<file path="src/rtl/prv32_muldiv_pkg.sv">
// prv32_muldiv_defs: shared constants for the RV32M multiply/divide unit.
//   MD_XLEN / MD_CNT_W : datapath width and iteration counter width
//   F3_*               : RV32M funct3 encodings
//   ST_*               : FSM state encodings
package prv32_muldiv_defs;

  localparam int MD_XLEN  = 32;
  localparam int MD_CNT_W = 5;

  localparam logic [2:0] F3_MUL    = 3'b000;
  localparam logic [2:0] F3_MULH   = 3'b001;
  localparam logic [2:0] F3_MULHSU = 3'b010;
  localparam logic [2:0] F3_MULHU  = 3'b011;
  localparam logic [2:0] F3_DIV    = 3'b100;
  localparam logic [2:0] F3_DIVU   = 3'b101;
  localparam logic [2:0] F3_REM    = 3'b110;
  localparam logic [2:0] F3_REMU   = 3'b111;

  localparam logic [2:0] ST_IDLE = 3'd0;
  localparam logic [2:0] ST_MUL  = 3'd1;
  localparam logic [2:0] ST_DIV  = 3'd2;
  localparam logic [2:0] ST_FIX  = 3'd3;
  localparam logic [2:0] ST_DONE = 3'd4;

endpackage

</file>
<file path="src/rtl/prv32_muldiv_divstep.sv">
// prv32_divstep: one combinational restoring-division step.
//   i_rem  : partial remainder before the step (33b)
//   i_div  : divisor magnitude (32b)
//   i_bit  : next dividend bit shifted in
//   o_rem  : partial remainder after the step
//   o_q    : quotient bit produced by this step
module prv32_divstep (
  input  logic [32:0] i_rem,
  input  logic [31:0] i_div,
  input  logic        i_bit,
  output logic [31:0] o_rem,
  output logic        o_q
);

  logic [33:0] w_shifted;
  logic [31:0] w_diff;

  assign w_shifted = {i_rem, i_bit};
  assign o_q       = (w_shifted >= {2'b00, i_div});
  // When the subtraction is taken the true difference is below the divisor,
  // so the low 32 bits are exact.
  assign w_diff    = w_shifted[31:0] - i_div;
  assign o_rem     = o_q ? w_diff : w_shifted[31:0];

endmodule

</file>
<file path="src/rtl/prv32_muldiv.sv">
// prv32_muldiv: iterative RV32M multiply/divide unit (radix-2, one step per clock).
//   clk, rst_n : clock, async active-low reset
//   start      : request, sampled only in IDLE
//   funct3     : RV32M operation
//   a, b       : rs1 / rs2 operands, latched on accept
//   result     : final result, held until the next accepted request
//   busy       : high from the accepting edge until done
//   done       : one-cycle pulse, result valid in that cycle
//
// state | meaning
// IDLE  | waiting for start
// MUL   | 32 shift-add steps on the 64-bit accumulator
// DIV   | 32 restoring-divide steps
// FIX   | sign correction and word select into result (or special-case load)
// DONE  | done pulse cycle, start ignored
module prv32_muldiv
  import prv32_muldiv_defs::*;
#(
  parameter int XLEN  = MD_XLEN,
  parameter int CNT_W = MD_CNT_W
) (
  input  logic            clk,
  input  logic            rst_n,
  input  logic            start,
  input  logic [2:0]      funct3,
  input  logic [XLEN-1:0] a,
  input  logic [XLEN-1:0] b,
  output logic [XLEN-1:0] result,
  output logic            busy,
  output logic            done
);

  logic [2:0]       r_state;
  logic [2:0]       r_f3;
  logic [CNT_W-1:0] r_cnt;
  logic [63:0]      r_acc;    // MUL: {partial product, multiplier}; DIV: {remainder, dividend/quotient}
  logic [31:0]      r_opnd;   // multiplicand or divisor magnitude
  logic             r_neg_q;
  logic             r_neg_r;
  logic             r_special;
  logic [31:0]      r_result;
  logic             r_busy;
  logic             r_done;

  logic        w_a_sgn, w_b_sgn;
  logic [31:0] w_ma, w_mb;
  logic        w_div0, w_ovf;
  logic [31:0] w_spec;
  logic [32:0] w_msum;
  logic [31:0] w_drem;
  logic        w_dq;
  logic [63:0] w_prod;
  logic [31:0] w_quo, w_remf;
  logic [31:0] w_fix;

  assign w_a_sgn = (funct3 == F3_MUL) || (funct3 == F3_MULH) || (funct3 == F3_MULHSU) ||
                   (funct3 == F3_DIV) || (funct3 == F3_REM);
  assign w_b_sgn = (funct3 == F3_MUL) || (funct3 == F3_MULH) ||
                   (funct3 == F3_DIV) || (funct3 == F3_REM);

  // 0x80000000 negates to itself, which is the correct unsigned magnitude.
  assign w_ma = (w_a_sgn && a[31]) ? -a : a;
  assign w_mb = (w_b_sgn && b[31]) ? -b : b;

  assign w_div0 = funct3[2] && (b == 32'd0);
  assign w_ovf  = funct3[2] && !funct3[0] && (a == 32'h8000_0000) && (b == 32'hFFFF_FFFF);

  always_comb begin
    w_spec = 32'd0;
    if (w_div0)
      w_spec = funct3[1] ? a : 32'hFFFF_FFFF;
    else if (w_ovf)
      w_spec = funct3[1] ? 32'd0 : 32'h8000_0000;
  end

  assign w_msum = {1'b0, r_acc[63:32]} + (r_acc[0] ? {1'b0, r_opnd} : 33'd0);

  prv32_divstep u_divstep (
    .i_rem (({1'b0, r_acc[63:32]})),
    .i_div (r_opnd),
    .i_bit (r_acc[31]),
    .o_rem (w_drem),
    .o_q   (w_dq)
  );

  assign w_prod = r_neg_q ? -r_acc : r_acc;
  assign w_quo  = r_neg_q ? -r_acc[31:0] : r_acc[31:0];
  assign w_remf = r_neg_r ? -r_acc[63:32] : r_acc[63:32];

  always_comb begin
    w_fix = r_acc[31:0];
    if (!r_special) begin
      case (r_f3)
        F3_MUL:                       w_fix = w_prod[31:0];
        F3_MULH, F3_MULHSU, F3_MULHU: w_fix = w_prod[63:32];
        F3_DIV, F3_DIVU:              w_fix = w_quo;
        default:                      w_fix = w_remf;
      endcase
    end
  end

  always_ff @(posedge clk or negedge rst_n) begin
    if (!rst_n) begin
      r_state   <= ST_IDLE;
      r_f3      <= 3'd0;
      r_cnt     <= '0;
      r_acc     <= 64'd0;
      r_opnd    <= 32'd0;
      r_neg_q   <= 1'b0;
      r_neg_r   <= 1'b0;
      r_special <= 1'b0;
      r_result  <= 32'd0;
      r_busy    <= 1'b0;
      r_done    <= 1'b0;
    end else begin
      case (r_state)
        ST_IDLE: begin
          if (start) begin
            r_f3      <= funct3;
            r_cnt     <= '0;
            r_busy    <= 1'b1;
            r_neg_q   <= (w_a_sgn && a[31]) ^ (w_b_sgn && b[31]);
            r_neg_r   <= w_a_sgn && a[31];
            r_opnd    <= funct3[2] ? w_mb : w_ma;
            r_special <= w_div0 || w_ovf;
            if (w_div0 || w_ovf) begin
              r_acc   <= {32'd0, w_spec};
              r_state <= ST_FIX;
            end else begin
              r_acc   <= {32'd0, funct3[2] ? w_ma : w_mb};
              r_state <= funct3[2] ? ST_DIV : ST_MUL;
            end
          end
        end
        ST_MUL: begin
          r_acc <= {w_msum, r_acc[31:1]};
          r_cnt <= r_cnt + 1'b1;
          if (r_cnt == {CNT_W{1'b1}}) r_state <= ST_FIX;
        end
        ST_DIV: begin
          r_acc <= {w_drem, r_acc[30:0], w_dq};
          r_cnt <= r_cnt + 1'b1;
          if (r_cnt == {CNT_W{1'b1}}) r_state <= ST_FIX;
        end
        ST_FIX: begin
          r_result <= w_fix;
          r_busy   <= 1'b0;
          r_done   <= 1'b1;
          r_state  <= ST_DONE;
        end
        ST_DONE: begin
          r_done  <= 1'b0;
          r_state <= ST_IDLE;
        end
        default: r_state <= ST_IDLE;
      endcase
    end
  end

  assign result = r_result;
  assign busy   = r_busy;
  assign done   = r_done;

endmodule

</file>
<file path="config.mk">
export PLATFORM = sky130hd
export DESIGN_NAME = prv32_muldiv
export DESIGN_NICKNAME = d
export VERILOG_FILES = /design/src/rtl/prv32_muldiv_pkg.sv /design/src/rtl/prv32_muldiv_divstep.sv /design/src/rtl/prv32_muldiv.sv
export SDC_FILE = /design/constraint.sdc
export NUM_CORES = 1
export LEC_CHECK = 0
export ABC_AREA = 1
export CAP_MARGIN = 10
export CORE_MARGIN = 2
export CORE_UTILIZATION = 25
export CTS_CLUSTER_SIZE = 20
export DETAILED_ROUTE_END_ITERATION = 16
export SYNTH_ARGS = -nofsm -noshare
export SYNTH_HDL_FRONTEND = slang
export SYNTH_SLANG_ARGS = --single-unit
export TNS_END_PERCENT = 20
</file>
<file path="constraint.sdc">
create_clock -name clk -period 3.2 [get_ports clk]
set_input_delay 0.96 -clock clk [delete_from_list [all_inputs] [get_ports clk]]
set_output_delay 0.96 -clock clk [all_outputs]
set_load 0.01 [all_outputs]
</file>
==> flow_metrics.py <==
metrics = {
    "clock_tree": {
        "cts_made_buffers": 17,
        "cts_root_buffer_type": "clkbuf_16",
        "insertion_delay_ns": 0.46,
        "clkSinkCount": 144,
        "clk_pin_slew_ns": 0.07,
        "post_cts.resized_instances": 0,
        "cts.htree.levels": 4,
        "cts-hold-fix-buffers": 0,
        "postCtsSetupBuffers": 0,
        "tritoncts_clock_tree": "done",
        "cts.path.max_buffers": 2,
    },
    "drt": {
        "drcViolationCount": 0,
        "wl_per_cell_um": 20.7,
        "vias_per_cell": 5.22,
        "drt.antenna.violating_nets": 0,
        "drt_iter0_markers": 2505,
        "drt-total-wl_mm": 89.6,
        "drt_pass_1_iters": 8,
        "vias": 22600,
    },
    "setup_path": {
        "timing.critical_path.arrival_ns": 3.31,
        "critPathMaxFanout": 4,
        "worstSetupPathType": "register to register",
        "crit_path_max_cell_delay_ns": 0.63,
        "critical-path-top-delay-family": "simple AND/OR/NAND/NOR gates",
        "path_buf_inv": 3,
        "path_cells": "ha_1 -> inv_1 -> fa_1 -> inv_1 -> nand3_1 -> nand2_1 -> a21boi_0 -> buf_4 -> o21ai_0 -> nand3b_1 -> nand2_1 -> nand2_1 -> nand3_1 -> nand3_1",
        "critical_path_required_ns": 3.54,
        "critPathSlowestCell": "o21ai_0",
        "timing.critical_path.to_type": "register",
        "worst_setup_path_start_kind": "register",
    },
    "synth": {
        "netlist.area_leader.share_pct": 21.5,
        "synth_common_cells": "nand2_1, nor2_1, nand3_1",
        "synth_most_common_cell": "nand2_1",
        "synth_sequential_area_ratio_pct": 20.5,
        "synth-async-reset-ratio_pct": 100,
        "dominant_cells_by_area_after_synthesis": "nand2_1, dfrtp_1, nand3_1",
        "yosysUniqueCellTypes": 58,
        "yosys_warnings": 0,
        "ys_seq_elements": 144,
        "syn-mean-instance-area_um2": 5.62,
        "syn_inst": 3135,
        "cell_taking_the_most_area_after_synthesis": "nand2_1",
        "post_synth_edffs": 0,
        "postSynthNetCount": 3278,
        "synth-main-ff-cell": "dfrtp_1",
        "synthesis.area_mm2": 0.0176,
    },
    "placement": {
        "place_congestion": 1.02,
        "post-place-ws_ns": -0.0997,
        "post-dp-hpwl_mm": 74.2,
        "io_port_bufs": 103,
        "placed_cells_incl_taps": 4302,
    },
    "floorplan": {
        "fp.dieW_um": 269,
        "floorplan.rows": 97,
        "die_h_um": 269,
        "initial_core_util_pct": 25.2,
        "die_area_mm2": 0.0726,
        "core_region_area_mm2": 0.0699,
        "io-pin-count": 104,
    },
    "global_route": {
        "grt_pass1_wl_mm": 133,
        "grt_antenna_before_repair": 0,
        "grt_max_degree": 67,
        "grt_overflow": 0,
        "grt_pass1_vias": 21000,
        "grt.total_usage_pct": 24.1,
    },
    "power_and_ir_drop": {
        "comb_power_share_pct": 75.2,
        "seq_power_share_pct": 15.7,
        "cellPowerDensity_mw_per_mm2": 1110,
        "clockPowerShare_pct": 9.1,
        "p_sw_share_pct": 59.1,
        "p_sw_mw": 14.4,
        "cellInternalPower_mw": 9.97,
        "maximum_ir_drop_on_the_vdd_rail_mv": 0.508,
        "power.leakage_nw": 10.7,
    },
    "layout": {
        "num_antenna_cells": 0,
        "layout-drive-gt1-share_pct": 9.61,
        "final_non_filler_cells": 4334,
        "flow.area_growth_from_synthesis_pct": 24.4,
        "final_nets": 3524,
        "final_core_util_pct": 31.3,
    },
    "outcome": {
        "status": "finished, final reports clean",
    },
    "timing": {
        "report.final.setup_viol": 0,
        "clock-skew-final_ns": 0.0197,
        "worst_pin_slew_ns": 0.871,
        "final_total_negative_setup_slack_ns": 0,
        "timing.final.crit_period_ns": 2.97,
        "rsz0062_at_grt": "false",
        "hold_viol_final": 0,
        "final_max_tran_viols": 0,
        "timing.slew.headroom_pct": 41.9,
        "min_period_over_period_pct": 93.0,
        "highest_clock_frequency_the_design_can_meet_mhz": 336,
        "post_route_worst_setup_slack_ns": 0.225,
    },
    "worst_hold_path": {
        "worst_hold_path_type": "input port to async pin",
    },
    "flow_run": {
        "cap_violations": 0,
    },
}
-- cells by family (layout without fill, tap and decap cells) --
| group | after synthesis | count (layout) | synth area share [%] |
|---|---|---|---|
| fa+ha+maj | 73 | 73 | 5.27 |
| simple gates | 1889 | 1889 | 44.7 |
| xor+xnor | 51 | 51 | 2.54 |
| buf+inv | 456 | 715 | 10.2 |
| flops | 144 | 144 | 20.5 |
| compound gates | 522 | 522 | 16.9 |
-- power groups by stage --
stage          registers (mW)  logic [mW]  clock network (mW)
3_5_place_dp             3.81        17.8                   0
5_1_grt                  3.88        20.0                2.31
4_1_cts                  3.78        17.9                2.23
2_1_floorplan            3.51        11.1                   0
3_3_place_gp             3.80        17.8                   0
6_report                 3.83        18.3                2.21
-- path summary, 6_finish.rpt --
path / depth (start not counted) / start / slack, ns / to
hold / removal: 1 / rst_n / 0.47 / result[15]
setup reg to reg: 14 / r_acc[32] / 0.23 / r_acc[61]
min in group clk: 2 / result[13] / 0.48 / result[13]
max in group asynchronous: 2 / rst_n / 1.98 / r_opnd[22]
setup / recovery: 14 / r_acc[32] / 0.23 / r_acc[61]
hold reg to reg: 2 / result[13] / 0.48 / result[13]
-- routing by layer --
| layer | up-vias | routed length, µm | share of wire, % | track usage, % |
|---|---|---|---|---|
| met1 | 10500 | 38200 | 43 | 31.9 |
| met3 | 210 | 7070 | 7.9 | 3.30 |
| met4 | 0 | 4970 | 5.5 | 11.9 |
| met5 | - | 0 | 0 | 0 |
| li1 | 10800 | - | - | - |
| met2 | 1119 | 39400 | 44 | 38.3 |
-- registers in the layout (all words and copies together), names as in the netlist --
signal	count
result	32
r_special	1
r_cnt	5
done	1
r_f3	3
r_neg_r	1
r_acc	64
busy	1
r_opnd	32
r_neg_q	1
r_state	3
-- placed cells by master (no fill, tap or decap), types with 4 or more instances in the layout --
cell type        count
nand2_1           1007
nor2_1             409
nand3_1            338
inv_1              323
buf_4              236
a21oi_1            212
o21ai_0            165
dfrtp_1            143
clkdlybuf4s50_1    102
ha_1                71
nand4_1             39
nor3_1              31
xor2_1              31
a221oi_1            24
nand3b_1            23
o211ai_1            23
xnor2_1             20
o21ai_1             18
clkbuf_16           17
a31oi_1             12
o221ai_1            11
a22oi_1             11
nor2_2              10
or2_2                9
buf_12               9
o22ai_1              8
inv_2                7
a21o_1               7
o21bai_1             7
nand2_2              6
o21a_1               6
a21boi_0             4
inv_6                4
-- layout make-up --
| type | count | area [µm²] |
|---|---|---|
| Sequential cell | 144 | 3600 |
| Tap cell | 940 | 1180 |
| Inverter | 335 | 1260 |
| Timing Repair Buffer | 348 | 2980 |
| Clock buffer | 18 | 429 |
| Clock inverter | 14 | 199 |
| Fill cell | 7982 | 48000 |
| Multi-Input combinational cell | 2535 | 12200 |
-- stage by stage --
step | hold slack [ns] | total power [mW] | area [µm²]
5_1_grt | 0.497 | 26.1 | 21900
3_3_place_gp | 0.463 | 21.6 | 21300
3_5_place_dp | 0.466 | 21.6 | 21300
6_report | 0.475 | 24.4 | 21900
4_1_cts | 0.484 | 23.9 | 21900
2_1_floorplan | 0.446 | 14.6 | 17600
No activity file was read; power rests on OpenSTA's default activity.
